### src/rtl/hd44780_ctrl.sv
// Write-only HD44780 controller (8-bit bus). It runs the power-up init sequence, then copies 32 ROM
// characters to display lines 1 and 2. A refresh in DONE rewrites both lines without running init again.
module hd44780_ctrl #(
    parameter int unsigned POWERON_CYCLES = 180000,
    parameter int unsigned CMD_CYCLES     = 600,
    parameter int unsigned LONG_CYCLES    = 60000,
    parameter int unsigned SETUP_CYCLES   = 2,
    parameter int unsigned E_CYCLES       = 6,
    parameter int unsigned HOLD_CYCLES    = 2
) (
    input  logic       clk,
    input  logic       rst,
    input  logic       refresh,
    output logic [6:0] rom_addr,
    input  logic [7:0] rom_data,
    output logic       lcd_rs,
    output logic       lcd_rw,
    output logic       lcd_e,
    output logic [7:0] lcd_db,
    output logic       busy
);
    typedef enum logic [2:0] {
        POWERON = 3'd0,
        LOAD    = 3'd1,
        SETUP   = 3'd2,
        EHIGH   = 3'd3,
        EHOLD   = 3'd4,
        WAIT    = 3'd5,
        DONE    = 3'd6
    } state_t;

    localparam logic [19:0] POWERON_C  = 20'(POWERON_CYCLES);
    localparam logic [19:0] CMD_C      = 20'(CMD_CYCLES);
    localparam logic [19:0] LONG_C     = 20'(LONG_CYCLES);
    localparam logic [19:0] SETUP_C    = 20'(SETUP_CYCLES);
    localparam logic [19:0] E_C        = 20'(E_CYCLES);
    localparam logic [19:0] HOLD_C     = 20'(HOLD_CYCLES);
    localparam logic [5:0]  STEP_LAST  = 6'd40;
    localparam logic [5:0]  STEP_LINE1 = 6'd7;

    state_t      state_r, state_s;
    logic [5:0]  step_r, step_s;
    logic [19:0] cnt_r, cnt_s;
    logic [6:0]  rom_addr_r, rom_addr_s;
    logic [7:0]  lcd_db_r, lcd_db_s;
    logic        lcd_rs_r, lcd_rs_s;
    logic        lcd_e_r;
    logic        busy_r;
    logic        cnt_last_s;

    function automatic logic is_data(input logic [5:0] s);
        is_data = ((s >= 6'd8) && (s <= 6'd23)) || ((s >= 6'd25) && (s <= 6'd40));
    endfunction

    function automatic logic [7:0] cmd_byte(input logic [5:0] s);
        case (s)
            6'd0, 6'd1, 6'd2, 6'd3: cmd_byte = 8'h38;
            6'd4:                   cmd_byte = 8'h0C;
            6'd5:                   cmd_byte = 8'h01;
            6'd6:                   cmd_byte = 8'h06;
            6'd7:                   cmd_byte = 8'h80;
            6'd24:                  cmd_byte = 8'hC0;
            default:                cmd_byte = 8'h00;
        endcase
    endfunction

    // Line 1 data steps map to DDRAM 0x00.., line 2 data steps map to 0x40..
    function automatic logic [6:0] next_addr(input logic [5:0] s, input logic [6:0] cur);
        if (!is_data(s)) begin
            next_addr = cur;
        end else if (s <= 6'd23) begin
            next_addr = 7'(s - 6'd8);
        end else begin
            next_addr = 7'h40 + 7'(s - 6'd25);
        end
    endfunction

    // Next-state, counter and bus-value logic
    always_comb begin
        state_s    = state_r;
        step_s     = step_r;
        cnt_s      = cnt_r;
        rom_addr_s = rom_addr_r;
        lcd_db_s   = lcd_db_r;
        lcd_rs_s   = lcd_rs_r;
        cnt_last_s = (cnt_r <= 20'd1);
        case (state_r)
            POWERON: begin
                if (cnt_last_s) begin
                    state_s = LOAD;
                end else begin
                    cnt_s = cnt_r - 20'd1;
                end
            end
            LOAD: begin
                state_s  = SETUP;
                cnt_s    = SETUP_C;
                lcd_rs_s = is_data(step_r);
                if (is_data(step_r)) begin
                    lcd_db_s = rom_data;
                end else begin
                    lcd_db_s = cmd_byte(step_r);
                end
            end
            SETUP: begin
                if (cnt_last_s) begin
                    state_s = EHIGH;
                    cnt_s   = E_C;
                end else begin
                    cnt_s = cnt_r - 20'd1;
                end
            end
            EHIGH: begin
                if (cnt_last_s) begin
                    state_s = EHOLD;
                    cnt_s   = HOLD_C;
                end else begin
                    cnt_s = cnt_r - 20'd1;
                end
            end
            EHOLD: begin
                if (cnt_last_s) begin
                    state_s = WAIT;
                    cnt_s   = ((step_r == 6'd0) || (step_r == 6'd5)) ? LONG_C : CMD_C;
                end else begin
                    cnt_s = cnt_r - 20'd1;
                end
            end
            WAIT: begin
                if (cnt_last_s) begin
                    if (step_r == STEP_LAST) begin
                        state_s = DONE;
                    end else begin
                        state_s    = LOAD;
                        step_s     = step_r + 6'd1;
                        rom_addr_s = next_addr(step_r + 6'd1, rom_addr_r);
                    end
                end else begin
                    cnt_s = cnt_r - 20'd1;
                end
            end
            DONE: begin
                if (refresh) begin
                    state_s = LOAD;
                    step_s  = STEP_LINE1;
                end else begin
                    state_s = DONE;
                end
            end
            default: begin
                state_s = POWERON;
                step_s  = 6'd0;
                cnt_s   = POWERON_C;
            end
        endcase
    end

    // State, counter and registered LCD/ROM outputs; reset drops E at once
    always_ff @(posedge clk or posedge rst) begin
        if (rst) begin
            state_r    <= POWERON;
            step_r     <= 6'd0;
            cnt_r      <= POWERON_C;
            rom_addr_r <= 7'h00;
            lcd_db_r   <= 8'h00;
            lcd_rs_r   <= 1'b0;
            lcd_e_r    <= 1'b0;
            busy_r     <= 1'b1;
        end else begin
            state_r    <= state_s;
            step_r     <= step_s;
            cnt_r      <= cnt_s;
            rom_addr_r <= rom_addr_s;
            lcd_db_r   <= lcd_db_s;
            lcd_rs_r   <= lcd_rs_s;
            lcd_e_r    <= (state_s == EHIGH);
            busy_r     <= (state_s != DONE);
        end
    end

    assign rom_addr = rom_addr_r;
    assign lcd_db   = lcd_db_r;
    assign lcd_rs   = lcd_rs_r;
    assign lcd_e    = lcd_e_r;
    assign lcd_rw   = 1'b0;
    assign busy     = busy_r;
endmodule

### config.mk
export PLATFORM = sky130hd
export DESIGN_NAME = hd44780_ctrl
export DESIGN_NICKNAME = d
export VERILOG_FILES = /design/src/rtl/hd44780_ctrl.sv
export SDC_FILE = /design/constraint.sdc
export NUM_CORES = 1
export LEC_CHECK = 0
export BUFFER_PORTS_ARGS = -buffer_cell sky130_fd_sc_hd__buf_2
export CAP_MARGIN = 20
export CELL_PAD_IN_SITES_DETAIL_PLACEMENT = 0
export CELL_PAD_IN_SITES_GLOBAL_PLACEMENT = 2
export CORE_MARGIN = 1
export CORE_UTILIZATION = 33
export DETAILED_ROUTE_END_ITERATION = 8
export PLACE_DENSITY = 0.81
export SYNTH_ARGS = -nofsm -noshare
export SYNTH_HDL_FRONTEND = slang
export SYNTH_SLANG_ARGS = --single-unit
export TNS_END_PERCENT = 30
### constraint.sdc
create_clock -name clk -period 2.6 [get_ports clk]
set_input_delay 0.52 -clock clk [delete_from_list [all_inputs] [get_ports clk]]
set_output_delay 0.52 -clock clk [all_outputs]
set_load 0.005 [all_outputs]
==> out/results.tsv <==
stage	metric	value	unit
synth	dominant synthesized flop cell	dfrtp_1	
clock_tree	H-tree Lvls	2	
sta	Worst Tran Pin Value	542	ps
clock_tree	clock slew at reported path FFs	100	ps
global_route	first-pass GRT wire length	16.3	mm
synth	post-synthesis mux area share	3.94	%
synth	Synth top area share	27.5	%
global_route	GRT Total Usage	19.9	%
hold_path	worst min path class	input pin to asynchronous set/reset pin	
place	Detailed Place HPWL	7.23	mm
clock_tree	CTS Hold Bufs	0	
clock_tree	CTS Buffer Depth	2	
finish	area delta synth->final	18.2	%
sta	final hold vios	0	
place	port buffer count	28	
synth	Yosys reg bits	47	
clock_tree	Root Buffer Master	clkbuf_8	
floorplanning	die height	103	um
floorplanning	# rows	36	
finish	Final #Nets	470	
floorplanning	Die ar.	10600	um^2
run_status	status	finished, final reports clean	
finish	share of cells above drive strength 1	27.5	%
synth	Post-Syn Area	3370	um^2
synth	most frequent cell after synthesis	nand2_1	
power_and_ir_drop	Pwr Density	307	nW/um^2
sta	final hold slack	237	ps
global_route	total congestion overflow	0	
synth	largest cells by area after synthesis	dfrtp_1, dfstp_2, nand2_1, o21ai_0, a21oi_1	
setup_path	data arrival time of the worst path	2650	ps
synth	number of synthesized flops with an enable pin	0	
global_route	pin count of the biggest net entering global routing	33	
synth	distinct cell type count after synthesis	81	
synth	largest area contributor in the netlist	dfrtp_1	
clock_tree	total CTS buffers	5	
setup_path	startpoint types	flop	
power_and_ir_drop	leakage	0.00181	uW
sta	Final setup viols	0	
clock_tree	CTS tree	yes	
floorplanning	Die W	103	um
drt	routed len/inst	16.5	um
drt	DRT Pass-1 Iters	4	
global_route	initial antenna violation count	0	
setup_path	R2R setup slack	150	ps
drt	DR DRC count	0	
sta	Max Slew Vio Count	0	
synth	Post-Synth Adder-Cell Area	4.46	%
drt	routed vias	3195	
setup_path	Max Fanout on Critical Path	7	
synth	Post-synth top cells	nand2_1, dfrtp_1, nor2_1	
run	max_cap viols	0	
sta	Slew HR	63.8	%
clock_tree	clk_lat worst skew	300	ps
synth	Synth Area in Compound Gates	23.6	%
synth	Synth Area in Simple Gates	24.4	%
synth	Synth Area in XOR/XNOR	2.82	%
synth	ys async rst share	100	%
drt	initial DRC count	193	
drt	Final ANT Viol Nets	0	
floorplanning	core footprint	9820	um^2
place	dpl cells	571	
place	gpl congestion	0.840	
floorplanning	Ports	30	
sta	Period Utilization, post-route	94.2	%
synth	cell count after synthesis	392	
finish	post-route insts no fill	581	
clock_tree	Clock Sinks	47	
sta	Fmax	0.408	GHz
setup_path	CP endpoint kind	flop	
drt	drt via density	5.50	
synth	Mean Syn Cell Area	8.59	um^2
drt	final wirelength	9.61	mm
power_and_ir_drop	maximum vdd drop	0.160	mV
setup_path	Worst Setup Path Type	flop to flop	
setup_path	Critical Path RT	2800	ps
power_and_ir_drop	Final Power	1220	uW
synth	Syn Nets	415	
synth	YS warnings	0	
finish	# diodes	0	
sta	clk_skew	7.97	ps
floorplanning	Initial Util	34.3	%
sta	Period minus WS final	2450	ps
synth	largest family of logic cells by synthesized area	simple AND/OR/NAND/NOR gates	
synth	Seq/Total Area, Yosys	35.3	%
global_route	vias in the first global route	3199	
==> metrics by stage <==
step                      setup TNS [ps]  cell area, um^2  setup slack (ps)  utilization, %
after global routing               -16.4             3980             -7.77            40.5
final                                  0             3980               151            40.5
after detailed placement               0             3860              25.0            39.3
after global placement                 0             3860               101            39.3
after floorplan                        0             3370              44.1               -
after CTS                              0             3950              72.0            40.2
==> registers in the layout, summed over array words and instances (netlist names) <==
signal    flops
cnt_r        20
lcd_db        8
rom_addr      7
step_r        6
state_r       3
busy          1
lcd_e         1
lcd_rs        1
==> power breakdown <==
part           internal (uW)  leakage, uW  switching [uW]
Combinational           9.02      0.00119            19.8
Sequential               731     0.000579               0
Clock                    189    0.0000412             271
==> placed cells by master, fill, tap and decap left out, types with 3 or more instances in the layout <==
master and n:
nand2_1 47, buf_4 39, dfrtp_1 36, nor2_1 35, o21ai_0 33, a21oi_1 30, buf_2 28, nor3_1 16
inv_1 15, ha_1 11, dfstp_2 10, nand3_1 9, mux2_2 8, and3_1 7, a31oi_1 7, xnor2_1 6
nor4_1 5, clkbuf_8 5, o211ai_1 4, a221oi_1 4, and2_1 3, nor3b_1 3, a211oi_1 3, a21o_1 3
a221o_1 3, o22ai_1 3
==> final timing paths <==
| path | from | end | cells after the start |
|---|---|---|---|
| max | step_r[0]$_DFFE_PP0P_ | rom_addr[0]$_DFFE_PP0P_ | 10 |
| min | rst | rom_addr[0]$_DFFE_PP0P_ | 2 |
| max reg2reg | step_r[0]$_DFFE_PP0P_ | rom_addr[0]$_DFFE_PP0P_ | 10 |
| min reg2reg | lcd_db[6]$_DFFE_PP0P_ | lcd_db[6]$_DFFE_PP0P_ | 2 |
| max in group asynchronous | rst | cnt_r[13]$_DFFE_PP1P_ | 3 |
| min in group clk | lcd_db[6]$_DFFE_PP0P_ | lcd_db[6]$_DFFE_PP0P_ | 2 |
==> routing by layer <==
| metal | wire length, um | GRT usage [%] | vias up |
|---|---|---|---|
| met4 | 75 | 4.12 | 0 |
| met5 | 0 | 0 | - |
| met1 | 4430 | 26.9 | 1570 |
| met3 | 384 | 2.24 | 7 |
| met2 | 4720 | 34.3 | 66 |
| li1 | - | - | 1552 |
==> final cells by class <==
type / count / area (um^2)
Inverter: 18 / 67.6
Timing Repair Buffer: 68 / 453
Clock inverter: 2 / 12.5
Sequential cell: 47 / 1190
Multi-Input combinational cell: 307 / 2020
Clock buffer: 6 / 72.6
Tap cell: 133 / 166
Fill cell: 1048 / 5840
==> repair_timing <==
item                       4_1_cts  5_1_grt
hold endpoints to repair         0        0
setup endpoints to repair        5        7
gates resized for setup          1        4
pin swaps                        0        2
buffers inserted                 0        2
==> worst max-delay path, cell delays in order (launching register included) <==
cell	delay, ps
dfrtp_1	370
ha_2	230
nand3_1	130
xor2_2	270
ha_1	190
ha_1	130
o21ai_0	80
nor3_1	180
a211oi_2	90
o2111ai_4	300
mux2_2	380
==> kinds of logic after synthesis <==
| family | count (synthesis) |
|---|---|
| compound gates | 118 |
| simple gates | 155 |
| flops | 47 |
| buf+inv | 38 |
| mux | 11 |
| fa+ha+maj | 12 |
| other cells | 1 |
| xor+xnor | 10 |
No activity file was read; power rests on OpenSTA's default activity.
